<file path="config.mk">
export PLATFORM = sky130hd
export DESIGN_NAME = regfile_wb_queue
export DESIGN_NICKNAME = d
export VERILOG_FILES = /design/src/rtl/regfile_wb_queue.sv
export SDC_FILE = /design/constraint.sdc
export NUM_CORES = 1
export LEC_CHECK = 0
export CAP_MARGIN = 20
export CORE_ASPECT_RATIO = 0.6
export CORE_MARGIN = 3
export CORE_UTILIZATION = 54
export DETAILED_ROUTE_END_ITERATION = 10
export PLACE_DENSITY_LB_ADDON = 0.2
export SLEW_MARGIN = 20
export SYNTH_ARGS = -nofsm -noshare
export SYNTH_HDL_FRONTEND = slang
export SYNTH_SLANG_ARGS = --single-unit
</file>
<file path="constraint.sdc">
create_clock -name clk -period 7.3 [get_ports clk]
set_input_delay 1.825 -clock clk [delete_from_list [all_inputs] [get_ports clk]]
set_output_delay 1.825 -clock clk [all_outputs]
set_load 0.01 [all_outputs]
</file>
<file path="src/rtl/regfile_wb_queue.sv">
// regfile_wb_queue
//   Write-back queue in front of the single regfile write port. Results from
//   the load unit and the ALU are buffered in arrival order (load before ALU
//   when both arrive together) and retired one per cycle unless stall_i
//   holds the head. Valid queued values are forwarded to the two decode read
//   ports, with the youngest matching entry winning.
//
// Ports
//   clk, rst                  core clock (rising edge), async active-high reset
//   stall_i                   suppress the regfile write this cycle, hold head
//   ld_valid/ld_ready         load result handshake, ld_rd / ld_data payload
//   alu_valid/alu_ready       ALU result handshake, alu_rd / alu_data payload
//   wr_en/wr_addr/wr_data     regfile write port, driven from the head entry
//   r1_addr, r2_addr          decode read addresses
//   fwd1_hit/fwd1_data        forwarding result for r1_addr
//   fwd2_hit/fwd2_data        forwarding result for r2_addr
//   count                     number of occupied entries
module regfile_wb_queue #(
  parameter int XLEN  = 32,
  parameter int AW    = 5,
  parameter int DEPTH = 4
) (
  input  logic                       clk,
  input  logic                       rst,
  input  logic                       stall_i,
  input  logic                       ld_valid,
  output logic                       ld_ready,
  input  logic [AW-1:0]              ld_rd,
  input  logic [XLEN-1:0]            ld_data,
  input  logic                       alu_valid,
  output logic                       alu_ready,
  input  logic [AW-1:0]              alu_rd,
  input  logic [XLEN-1:0]            alu_data,
  output logic                       wr_en,
  output logic [AW-1:0]              wr_addr,
  output logic [XLEN-1:0]            wr_data,
  input  logic [AW-1:0]              r1_addr,
  input  logic [AW-1:0]              r2_addr,
  output logic                       fwd1_hit,
  output logic [XLEN-1:0]            fwd1_data,
  output logic                       fwd2_hit,
  output logic [XLEN-1:0]            fwd2_data,
  output logic [$clog2(DEPTH+1)-1:0] count
);

  localparam int PW = $clog2(DEPTH);
  localparam int CW = $clog2(DEPTH+1);

  logic [AW-1:0]    q_rd    [DEPTH];
  logic [XLEN-1:0]  q_data  [DEPTH];
  logic [DEPTH-1:0] q_valid;
  logic [PW-1:0]    head;
  logic [PW-1:0]    tail;

  logic             ld_take;
  logic             alu_take;
  logic             deq;
  logic [PW-1:0]    alu_slot;
  logic [PW-1:0]    age_idx [DEPTH];

  // Readiness looks only at the current occupancy: a slot freed by a
  // same-cycle dequeue is not handed out. A load with rd == 0 completes its
  // handshake but takes no slot, so it does not reduce room for the ALU.
  always_comb begin
    ld_ready  = count < CW'(DEPTH);
    ld_take   = ld_valid && ld_ready && (ld_rd != '0);
    alu_ready = (count + CW'(ld_take)) < CW'(DEPTH);
    alu_take  = alu_valid && alu_ready && (alu_rd != '0);
    deq       = wr_en && !stall_i;
    alu_slot  = tail + PW'(ld_take);
  end

  assign wr_en   = (count != '0);
  assign wr_addr = q_rd[head];
  assign wr_data = q_data[head];

  // Entry storage and pointers. Entry contents are cleared on reset so the
  // write port reads as zero while rst is held. Enqueue slots can never
  // coincide with the head being retired because ready excludes a full queue.
  always_ff @(posedge clk or posedge rst) begin
    if (rst) begin
      head    <= '0;
      tail    <= '0;
      count   <= '0;
      q_valid <= '0;
      for (int i = 0; i < DEPTH; i++) begin
        q_rd[i]   <= '0;
        q_data[i] <= '0;
      end
    end else begin
      if (deq) begin
        q_valid[head] <= 1'b0;
        head          <= head + PW'(1);
      end
      if (ld_take) begin
        q_rd[tail]    <= ld_rd;
        q_data[tail]  <= ld_data;
        q_valid[tail] <= 1'b1;
      end
      if (alu_take) begin
        q_rd[alu_slot]    <= alu_rd;
        q_data[alu_slot]  <= alu_data;
        q_valid[alu_slot] <= 1'b1;
      end
      tail  <= tail + PW'(ld_take) + PW'(alu_take);
      count <= count + CW'(ld_take) + CW'(alu_take) - CW'(deq);
    end
  end

  // Entries listed oldest first, starting at the head.
  always_comb begin
    for (int i = 0; i < DEPTH; i++) begin
      age_idx[i] = head + PW'(i);
    end
  end

  // Scan oldest to youngest so a later match overrides an earlier one and the
  // youngest queued value for the address is forwarded.
  always_comb begin
    fwd1_hit  = 1'b0;
    fwd1_data = '0;
    fwd2_hit  = 1'b0;
    fwd2_data = '0;
    for (int i = 0; i < DEPTH; i++) begin
      if (q_valid[age_idx[i]] && (r1_addr != '0) && (q_rd[age_idx[i]] == r1_addr)) begin
        fwd1_hit  = 1'b1;
        fwd1_data = q_data[age_idx[i]];
      end
      if (q_valid[age_idx[i]] && (r2_addr != '0) && (q_rd[age_idx[i]] == r2_addr)) begin
        fwd2_hit  = 1'b1;
        fwd2_data = q_data[age_idx[i]];
      end
    end
  end

endmodule

</file>
==> impl_metrics.env, run 1 <==
export IMPL_synth_fa_ha_area_share_pct=1.058
export IMPL_gp_congestion=0.9607
export IMPL_grt_pass1_vias=11800
export IMPL_synth_top_flop_cell="dfrtp_1"
export IMPL_synth_distinct_cells=52
export IMPL_end_kind="output port"
export IMPL_crit_path_start_kind="input pin"
export IMPL_drive_gt1_share_pct=17.28
export IMPL_ys_ff_latch=159
export IMPL_die_x_um=211.8
export IMPL_totalWireLength_um=44290
export IMPL_die_y_um=129.5
export IMPL_initial_utilization_pct=55.89
export IMPL_final_core_util_pct=67.02
export IMPL_cts_reportedPaths_clkPinSlew_ps=70
export IMPL_synth_edff_count=0
export IMPL_cts_tree="built"
export IMPL_core_area_mm2=0.02455
export IMPL_finalHoldViolations=0
export IMPL_fin_cells=1764
export IMPL_synth_compound_area_share_pct=11.75
export IMPL_final_area_mm2=0.01646
export IMPL_synth_top_area_share_pct=28.99
export IMPL_max_slew_margin_pct=39.32
export IMPL_synth_top_family_by_area="multiplexers"
export IMPL_vias=12120
export IMPL_fmax_mhz=148.1
export IMPL_wire_per_inst_um=25.11
export IMPL_grt_max_degree=82
export IMPL_fillers=1912
export IMPL_worstMarginPinSlew_ps=910.2
export IMPL_cap_violations=0
export IMPL_io_pins=198
export IMPL_rsz0062_at_grt="no"
export IMPL_reg2reg_setup_slack_ps=4220
export IMPL_grt_first_pass_wirelength_um=68760
export IMPL_cts_max_level=4
export IMPL_cts_setup_buffers=0
export IMPL_worstSetupPathType="input pin to output port"
export IMPL_cp_required_ps=5480
export IMPL_holdBufCountCts=0
export IMPL_m1WireLength_um=18540
export IMPL_layout_setup_ws_ps=546.7
export IMPL_synth_mux_area_share_pct=40.71
export IMPL_cts_resized=0
export IMPL_synth_cells=1307
export IMPL_ant_nets=0
export IMPL_hold_ws_ps=577.5
export IMPL_avgSynthCellArea_um2=10.50
export IMPL_clockBufferDepth=2
export IMPL_rows=44
export IMPL_slew_violations=0
export IMPL_grtUsageTotal_pct=32.59
export IMPL_cts_root_buf="clkbuf_16"
export IMPL_synth_fp_nets=1407
export IMPL_yosysTopAreaCell="dfrtp_1"
export IMPL_power_density_mw_per_mm2=540.2
export IMPL_viasPerCell=6.870
export IMPL_wl_met3_um=5337
export IMPL_power_leakage_nw=6.471
export IMPL_cp_max_fo=15
export IMPL_overflow=0
export IMPL_final_net_count=1528
export IMPL_drtPass1Iterations=7
export IMPL_synth_xor_area_share_pct=2.936
export IMPL_fin_crit_ps=6753
export IMPL_tns_ps=0
export IMPL_worstPathArrival_ps=4930
export IMPL_ir_worst_vdd_mv=0.3178
export IMPL_finalClockSkew_ps=6.037
export IMPL_placed_area_mm2=0.01583
export IMPL_antenna_found_initial=5
export IMPL_synthArstFlopShare_pct=100.0
export IMPL_dp_slack_ps=604.5
export IMPL_status="finished, final reports clean"
export IMPL_dp_hpwl_um=29120
export IMPL_netlist_area_mm2=0.01372
export IMPL_setup_viol=0
export IMPL_synth_warnings=0
export IMPL_numClockSinks=159
export IMPL_highest_layer="met5"
export IMPL_synthSimpleGateAreaFrac_pct=9.592
export IMPL_clock_latency_ps=440
export IMPL_wl_met2_um=19370
export IMPL_fin_crit_sh_pct=92.51
export IMPL_synthToLayoutAreaGrowth_pct=19.91
export IMPL_cts_made_buffers=17
export IMPL_drc=0
export IMPL_die_area_mm2=0.02742
export IMPL_synthTopCellsByArea="dfrtp_1, mux4_2, mux2i_1"
export IMPL_holdCritPathClass="register to register"
export IMPL_dp_cells=1730
export IMPL_power_mw=8.890
export IMPL_drtIter0Drc=1659
export IMPL_ys_seq_area_share_pct=28.99
export IMPL_io_buffers=197
## worst max-delay path, stage by stage
cell	delay (ps)
clkdlybuf4s50_1	580
nor2b_1	220
a22oi_1	200
and4_1	220
and4_1	760
buf_4	340
a21oi_1	80
o22ai_1	130
clkdlybuf4s50_1	560
## logic make-up (layout without fill, tap and decap cells)
kind of cell	Yosys count	count (layout)
muxes	368	368
and+or+nand+nor	316	316
AOI/OAI and AO/OA	264	264
DFF	159	159
buffers and inverters	143	277
xor gates and xnor gates	46	46
adders and majority gates	11	11
other	0	1
## report_power, final
group | switching (mW) | internal, mW
clock network | 0.405 | 0.518
registers | 0.633 | 1.33
logic | 2.92 | 3.09
total | 3.95 | 4.94
## registers in the layout, indices dropped and copies added, names as in the netlist
| signal | cells |
|---|---|
| q_valid | 4 |
| count | 3 |
| tail | 2 |
| q_rd | 20 |
| q_data | 128 |
| head | 2 |
## final cells by class
class | count | area [µm²] | area share (%)
well taps | 322 | 402.9 | 2.448
repair buffers | 232 | 2292 | 13.93
clock inverters | 14 | 155.1 | 0.9428
diodes | 1 | 2.502 | 0.01521
multi-input cells | 1005 | 9124 | 55.44
clock buffers | 18 | 439.2 | 2.669
inverters | 13 | 53.80 | 0.3269
flip-flops and latches | 159 | 3986 | 24.22
## metal layers
metal	GRT usage (%)	up-vias
li1	-	5193
met1	47.44	5973
met2	47.70	850
met3	9.654	96
met4	9.520	6
met5	0	-
## path summary, 6_finish.rpt
check,start,to,depth (start not counted)
max,r2_addr[1],fwd2_data[4],9
min,q_valid[2]$_DFF_PP0_,q_valid[2]$_DFF_PP0_,2
max reg2reg,count[2]$_DFF_PP0_,q_data[75]$_DFF_PP0_,11
min reg2reg,q_valid[2]$_DFF_PP0_,q_valid[2]$_DFF_PP0_,2
max in group asynchronous,rst,head[0]$_DFFE_PP0P_,3
min in group asynchronous,rst,count[1]$_DFF_PP0_,2
## cell usage after synthesis (all sizes together), types with 3 or more instances
master,number
a211oi,7
a21oi,34
a221oi,3
and2,3
buf,58
clkbuf,72
dfrtp,159
ha,10
inv,13
mux2i,215
mux4,152
nand2,221
nand3,9
nand4,6
nor2,47
nor3,9
o211ai,6
o21ai,150
o221ai,27
o22ai,29
or2,3
xnor2,31
xor2,15
## layout by cell type, fill, tap and decap left out, types with 3 or more instances in the layout
cell type / n
inv_1: 12
nand2_1: 221
dfrtp_1: 157
a211oi_1: 7
inv_6: 6
clkbuf_16: 17
o211ai_1: 5
ha_1: 9
nor2_1: 43
nor2_4: 3
buf_12: 3
nand4_1: 6
mux4_2: 152
o22ai_2: 10
o21ai_0: 150
mux2i_1: 215
nor3_1: 7
clkinv_4: 3
xor2_1: 15
buf_4: 31
o22ai_1: 19
clkdlybuf4s50_1: 197
a21oi_1: 34
nand3_1: 8
xnor2_1: 31
o221ai_1: 27
(Power assumes the default switching activity.)
==> run 2, diff against run 1 <==
--- a/config.mk
+++ b/config.mk
@@ -9,9 +9,10 @@
 export CORE_ASPECT_RATIO = 0.6
 export CORE_MARGIN = 3
 export CORE_UTILIZATION = 54
+export CTS_CLUSTER_SIZE = 30
 export DETAILED_ROUTE_END_ITERATION = 10
 export PLACE_DENSITY_LB_ADDON = 0.2
-export SLEW_MARGIN = 20
+export SLEW_MARGIN = 15
 export SYNTH_ARGS = -nofsm -noshare
 export SYNTH_HDL_FRONTEND = slang
 export SYNTH_SLANG_ARGS = --single-unit
==> run 2 against run 1 <==
- register-to-register slack got worse by 30 ps
- non-clock buffer count stayed put
- first-iteration DRC count is 7.7% lower
- via count hardly changed
- sequential share of layout area unchanged
==> impl_metrics.env, run 2 (same netlist as run 1, synthesis figures left out) <==
export IMPL_finalClockSkew_ps=7.463
export IMPL_io_pins=198
export IMPL_holdCritPathClass="register to register"
export IMPL_io_buffers=197
export IMPL_cts_tree="built"
export IMPL_finalHoldViolations=0
export IMPL_numClockSinks=159
export IMPL_power_density_mw_per_mm2=540.2
export IMPL_overflow=0
export IMPL_die_x_um=211.8
export IMPL_drive_gt1_share_pct=17.28
export IMPL_final_net_count=1528
export IMPL_setup_viol=0
export IMPL_crit_path_start_kind="input pin"
export IMPL_drtIter0Drc=1532
export IMPL_power_leakage_nw=6.471
export IMPL_gp_congestion=0.9607
export IMPL_cap_violations=0
export IMPL_fin_crit_sh_pct=92.44
export IMPL_final_common_cell="nand2_1"
export IMPL_power_frac_comb_pct=67.5
export IMPL_rows=44
export IMPL_clockBufferDepth=2
export IMPL_die_y_um=129.5
export IMPL_r2r_end="q_data[88]$_DFF_PP0_"
export IMPL_cp_required_ps=5480
export IMPL_grtUsageTotal_pct=32.59
export IMPL_largest_register_ffs=128
export IMPL_rsz0062_at_grt="no"
export IMPL_initial_utilization_pct=55.89
export IMPL_ant_nets=0
export IMPL_fin_crit_ps=6748
export IMPL_dp_cells=1730
export IMPL_cts_root_buf="clkbuf_16"
export IMPL_worst_hold_startpoint="q_valid[1]$_DFF_PP0_"
export IMPL_grt_pass1_vias=11800
export IMPL_cts_resized=0
export IMPL_totalWireLength_um=44240
export IMPL_largest_register="q_data"
export IMPL_hold_end="q_valid[1]$_DFF_PP0_"
export IMPL_cts_max_level=4
export IMPL_wire_per_inst_um=25.08
export IMPL_die_area_mm2=0.02742
export IMPL_reg2reg_setup_slack_ps=4190
export IMPL_mostFrequentLayoutCells="nand2_1, mux2i_1, clkdlybuf4s50_1"
export IMPL_cts_made_buffers=17
export IMPL_drc=0
export IMPL_tns_ps=0
export IMPL_grt_first_pass_wirelength_um=68760
export IMPL_cp_max_fo=15
export IMPL_r2r_cells=11
export IMPL_fmax_mhz=148.2
export IMPL_core_area_mm2=0.02455
export IMPL_cts_reportedPaths_clkPinSlew_ps=70
export IMPL_worstPathArrival_ps=4920
export IMPL_worstSetupPathType="input pin to output port"
export IMPL_slew_violations=0
export IMPL_status="finished, final reports clean"
export IMPL_p_sw_share_pct=44.47
export IMPL_end_kind="output port"
export IMPL_vias=12130
export IMPL_holdBufCountCts=0
export IMPL_clkPwrFrac_pct=10.4
export IMPL_hold_depth=2
export IMPL_synthToLayoutAreaGrowth_pct=19.91
export IMPL_viasPerCell=6.876
export IMPL_clock_latency_ps=440
export IMPL_grt_max_degree=82
export IMPL_max_slew_margin_pct=40.54
export IMPL_antenna_found_initial=5
export IMPL_fin_cells=1764
export IMPL_switchingPower_mw=3.953
export IMPL_seqPwrFrac_pct=22.1
export IMPL_reg_top3="q_data (128), q_rd (20), q_valid (4)"
export IMPL_worstMarginPinSlew_ps=891.9
export IMPL_ir_worst_vdd_mv=0.3028
export IMPL_dp_hpwl_um=29120
export IMPL_cts_setup_buffers=0
export IMPL_power_internal_mw=4.937
export IMPL_r2r_start="count[2]$_DFF_PP0_"
export IMPL_drtPass1Iterations=8
[run 2: cell counts in the layout (fill, tap and decap cells not counted)]
Identical to the previous run, type by type.
[run 2: worst max path at each step]
stage | from | end
2_1_floorplan | rst | count[0]$_DFF_PP0_
3_3_place_gp | r2_addr[1] | fwd2_data[4]
3_5_place_dp | r2_addr[1] | fwd2_data[4]
4_1_cts | head[0]$_DFFE_PP0P_ | fwd2_data[0]
5_1_grt | head[1]$_DFFE_PP0P_ | fwd2_data[29]
6_report | r2_addr[1] | fwd2_data[9]
[run 2: cell type report]
| class | count | area, µm² |
|---|---|---|
| multi-input combinational | 1005 | 9124 |
| fill | 1912 | 8098 |
| sequential | 159 | 3986 |
| timing repair buffer | 232 | 2292 |
| clock buffer | 18 | 439.2 |
| tap | 322 | 402.9 |
| clock inverter | 14 | 155.1 |
| inverter | 13 | 53.80 |
| antenna | 1 | 2.502 |
[run 2: critical path, stage by stage]
cell	delay (ps)
clkdlybuf4s50_1	580
nor2b_1	220
a22oi_1	200
and4_1	220
and4_1	750
buf_4	310
a21oi_1	60
o22ai_1	180
clkdlybuf4s50_1	580
[run 2: power by group through the flow]
stage	sequential [mW]	clock [mW]	combinational, mW
floorplan	1.68	0	4.28
global placement	1.87	0	5.80
detailed placement	1.92	0	5.90
CTS	1.92	0.930	5.94
global route	2.02	0.975	6.43
finish	1.96	0.927	6.00
[run 2: routing by layer]
layer | vias to the layer above | track usage [%] | wire, µm
met5 | - | 0 | 41
met4 | 6 | 9.520 | 949
met3 | 91 | 9.654 | 5739
met2 | 884 | 47.70 | 19430
met1 | 5968 | 47.44 | 18080
li1 | 5181 | - | -
[run 2: per-stage QoR]
stage	total power [mW]	area [µm²]	hold slack [ps]	util (%)	worst slack, ps
3_5_place_dp	7.818	15830	554.9	64.48	604.5
2_1_floorplan	5.964	13720	505.3	-	1183
3_3_place_gp	7.665	15830	537.1	64.48	627.3
5_1_grt	9.421	16460	605.4	67.02	340.9
6_report	8.890	16460	591.9	67.02	552.0
4_1_cts	8.791	16430	570.0	66.90	612.8
==> run 3, diff against run 2 <==
--- a/config.mk
+++ b/config.mk
@@ -7,7 +7,7 @@
 export LEC_CHECK = 0
 export CAP_MARGIN = 20
 export CORE_ASPECT_RATIO = 0.6
-export CORE_MARGIN = 3
+export CORE_MARGIN = 5
 export CORE_UTILIZATION = 54
 export CTS_CLUSTER_SIZE = 30
 export DETAILED_ROUTE_END_ITERATION = 10
==> constraint.sdc (replaced) <==
create_clock -name clk -period 7.3 [get_ports clk]
set_input_delay 1.095 -clock clk [delete_from_list [all_inputs] [get_ports clk]]
set_output_delay 1.095 -clock clk [all_outputs]
set_load 0.01 [all_outputs]
==> run 3 against run 2 <==
- clock skew increased by 3.5 ps
- non-clock buffer count decreased by 7
- via count decreased by 1.6%
- die area increased by 5.0%
- count of clock-buffer cells in the layout unchanged
==> impl_metrics.env, run 3 (same netlist as run 1, synthesis figures left out) <==
export IMPL_cts_tree="built"
export IMPL_grtUsageTotal_pct=30.03
export IMPL_status="finished, final reports clean"
export IMPL_io_pins=198
export IMPL_max_slew_margin_pct=32.75
export IMPL_worstMarginPinSlew_ps=1009
export IMPL_hold_ws_ps=577.4
export IMPL_power_density_mw_per_mm2=538.8
export IMPL_end_kind="output port"
export IMPL_clock_latency_ps=440
export IMPL_drtPass1Iterations=6
export IMPL_cp_required_ps=6200
export IMPL_synthToLayoutAreaGrowth_pct=19.70
export IMPL_wl_met2_um=19420
export IMPL_cap_violations=0
export IMPL_gp_congestion=0.8988
export IMPL_largest_register_ffs=128
export IMPL_rows=45
export IMPL_grt_max_degree=90
export IMPL_cts_reportedPaths_clkPinSlew_ps=70
export IMPL_fin_crit_ps=6498
export IMPL_die_area_mm2=0.02881
export IMPL_highest_layer="met5"
export IMPL_viasPerCell=6.767
export IMPL_holdBufCountCts=0
export IMPL_final_net_count=1521
export IMPL_drc=0
export IMPL_io_buffers=197
export IMPL_drive_gt1_share_pct=16.95
export IMPL_worstSetupPathType="register to output port"
export IMPL_holdCritPathClass="register to register"
export IMPL_fmax_mhz=153.9
export IMPL_core_area_mm2=0.02517
export IMPL_drtIter0Drc=1448
export IMPL_cts_made_buffers=17
export IMPL_cpMostUsedCell="buf_4"
export IMPL_cp_max_fo=40
export IMPL_largest_register="q_data"
export IMPL_wl_met3_um=4945
export IMPL_die_x_um=215.8
export IMPL_fin_crit_sh_pct=89.01
export IMPL_finalHoldViolations=0
export IMPL_m1WireLength_um=18510
export IMPL_grt_first_pass_wirelength_um=68200
export IMPL_cp_slowest_stage_delay_ps=820
export IMPL_slowest_stage="dfrtp_4"
export IMPL_cts_resized=0
export IMPL_rsz0062_at_grt="no"
export IMPL_vias=11940
export IMPL_dp_hpwl_um=29250
export IMPL_totalWireLength_um=43820
export IMPL_reg_top3="q_data (128), q_rd (20), q_valid (4)"
export IMPL_worstPathArrival_ps=5400
export IMPL_slew_violations=0
export IMPL_power_leakage_nw=6.441
export IMPL_overflow=0
export IMPL_antenna_found_initial=4
export IMPL_clockBufferDepth=2
export IMPL_ir_worst_vdd_mv=0.3780
export IMPL_crit_path_start_kind="register"
export IMPL_mostFrequentLayoutCells="nand2_1, mux2i_1, clkdlybuf4s50_1"
export IMPL_grt_pass1_vias=11540
export IMPL_ant_nets=0
export IMPL_cts_max_level=4
export IMPL_numClockSinks=159
export IMPL_wire_per_inst_um=24.84
export IMPL_die_y_um=133.5
export IMPL_finalClockSkew_ps=10.94
export IMPL_timing_critical_path_cells="inv_1, ha_4, mux4_2, xor2_1, nor3_1, and4b_2, o211ai_1, buf_4, buf_4, o221ai_1, clkdlybuf4s50_1"
export IMPL_final_common_cell="nand2_1"
export IMPL_cts_root_buf="clkbuf_16"
export IMPL_initial_utilization_pct=54.53
export IMPL_setup_viol=0
export IMPL_cts_setup_buffers=0
export IMPL_tns_ps=0
[run 3: changes by cell type in the layout (fill, tap and decap cells not counted)]
cell,change
clkinv_8,+1
nand3_2,-1
nand3_4,+1
clkinv_2,-2
inv_8,+2
and4_1,-1
buf_4,-5
nor3_2,-1
nor2_2,-1
nor2_4,+1
and4_2,+1
clkinv_4,-1
buf_12,-2
nor3_4,+1
[run 3: critical path, delay by kind of cell, from the launching register on]
| kind | cells | cell delay (ps) |
|---|---|---|
| adders and majority gates | 1 | 620 |
| muxes | 1 | 610 |
| DFF | 1 | 820 |
| AOI/OAI and AO/OA | 2 | 970 |
| buffers and inverters | 4 | 1430 |
| and+or+nand+nor | 2 | 320 |
| xor gates and xnor gates | 1 | 180 |
[run 3: metal layers]
metal	GRT usage [%]	vias to the layer above
met4	8.384	6
met3	7.518	88
met1	44.32	5921
met2	44.26	751
met5	2.167	-
li1	-	5171
[run 3: power breakdown]
group | switching, mW | internal [mW] | total, mW
clock network | 0.428 | 0.528 | 0.955
logic | 2.83 | 3.07 | 5.90
registers | 0.671 | 1.33 | 2.00
total | 3.93 | 4.92 | 8.85
[run 3: final cells by class]
class	instances	area (µm²)
Fill cell	1934	8741
Clock inverter	14	175.2
Tap cell	329	411.6
Timing Repair Buffer	225	2215
Sequential cell	159	3986
Clock buffer	18	439.2
Inverter	13	53.80
Multi-Input combinational cell	1005	9144
Antenna cell	1	2.502
[run 3: worst paths after layout]
kind,start,end,slack [ps],cells past startpoint
min,q_valid[2]$_DFF_PP0_,q_valid[2]$_DFF_PP0_,580,2
max reg2reg,count[2]$_DFF_PP0_,q_data[19]$_DFF_PP0_,3730,11
min in group asynchronous,rst,count[0]$_DFF_PP0_,1220,2
min reg2reg,q_valid[2]$_DFF_PP0_,q_valid[2]$_DFF_PP0_,580,2
max in group asynchronous,rst,head[1]$_DFFE_PP0P_,4500,3
max,head[0]$_DFFE_PP0P_,fwd1_data[27],800,11
[run 3: stage by stage]
stage                     power (mW)  worst slack (ps)  utilization, %  area (µm²)  std cells
after CTS                      8.778             861.9           65.15       16400       1762
after global routing           9.392             588.5           65.27       16430       1764
after floorplan                5.964              1913               -       13720       1307
final                          8.851             802.1           65.27       16430       1764
after global placement         7.636              1433           62.65       15770       1729
after detailed placement       7.802              1343           62.71       15780       1730
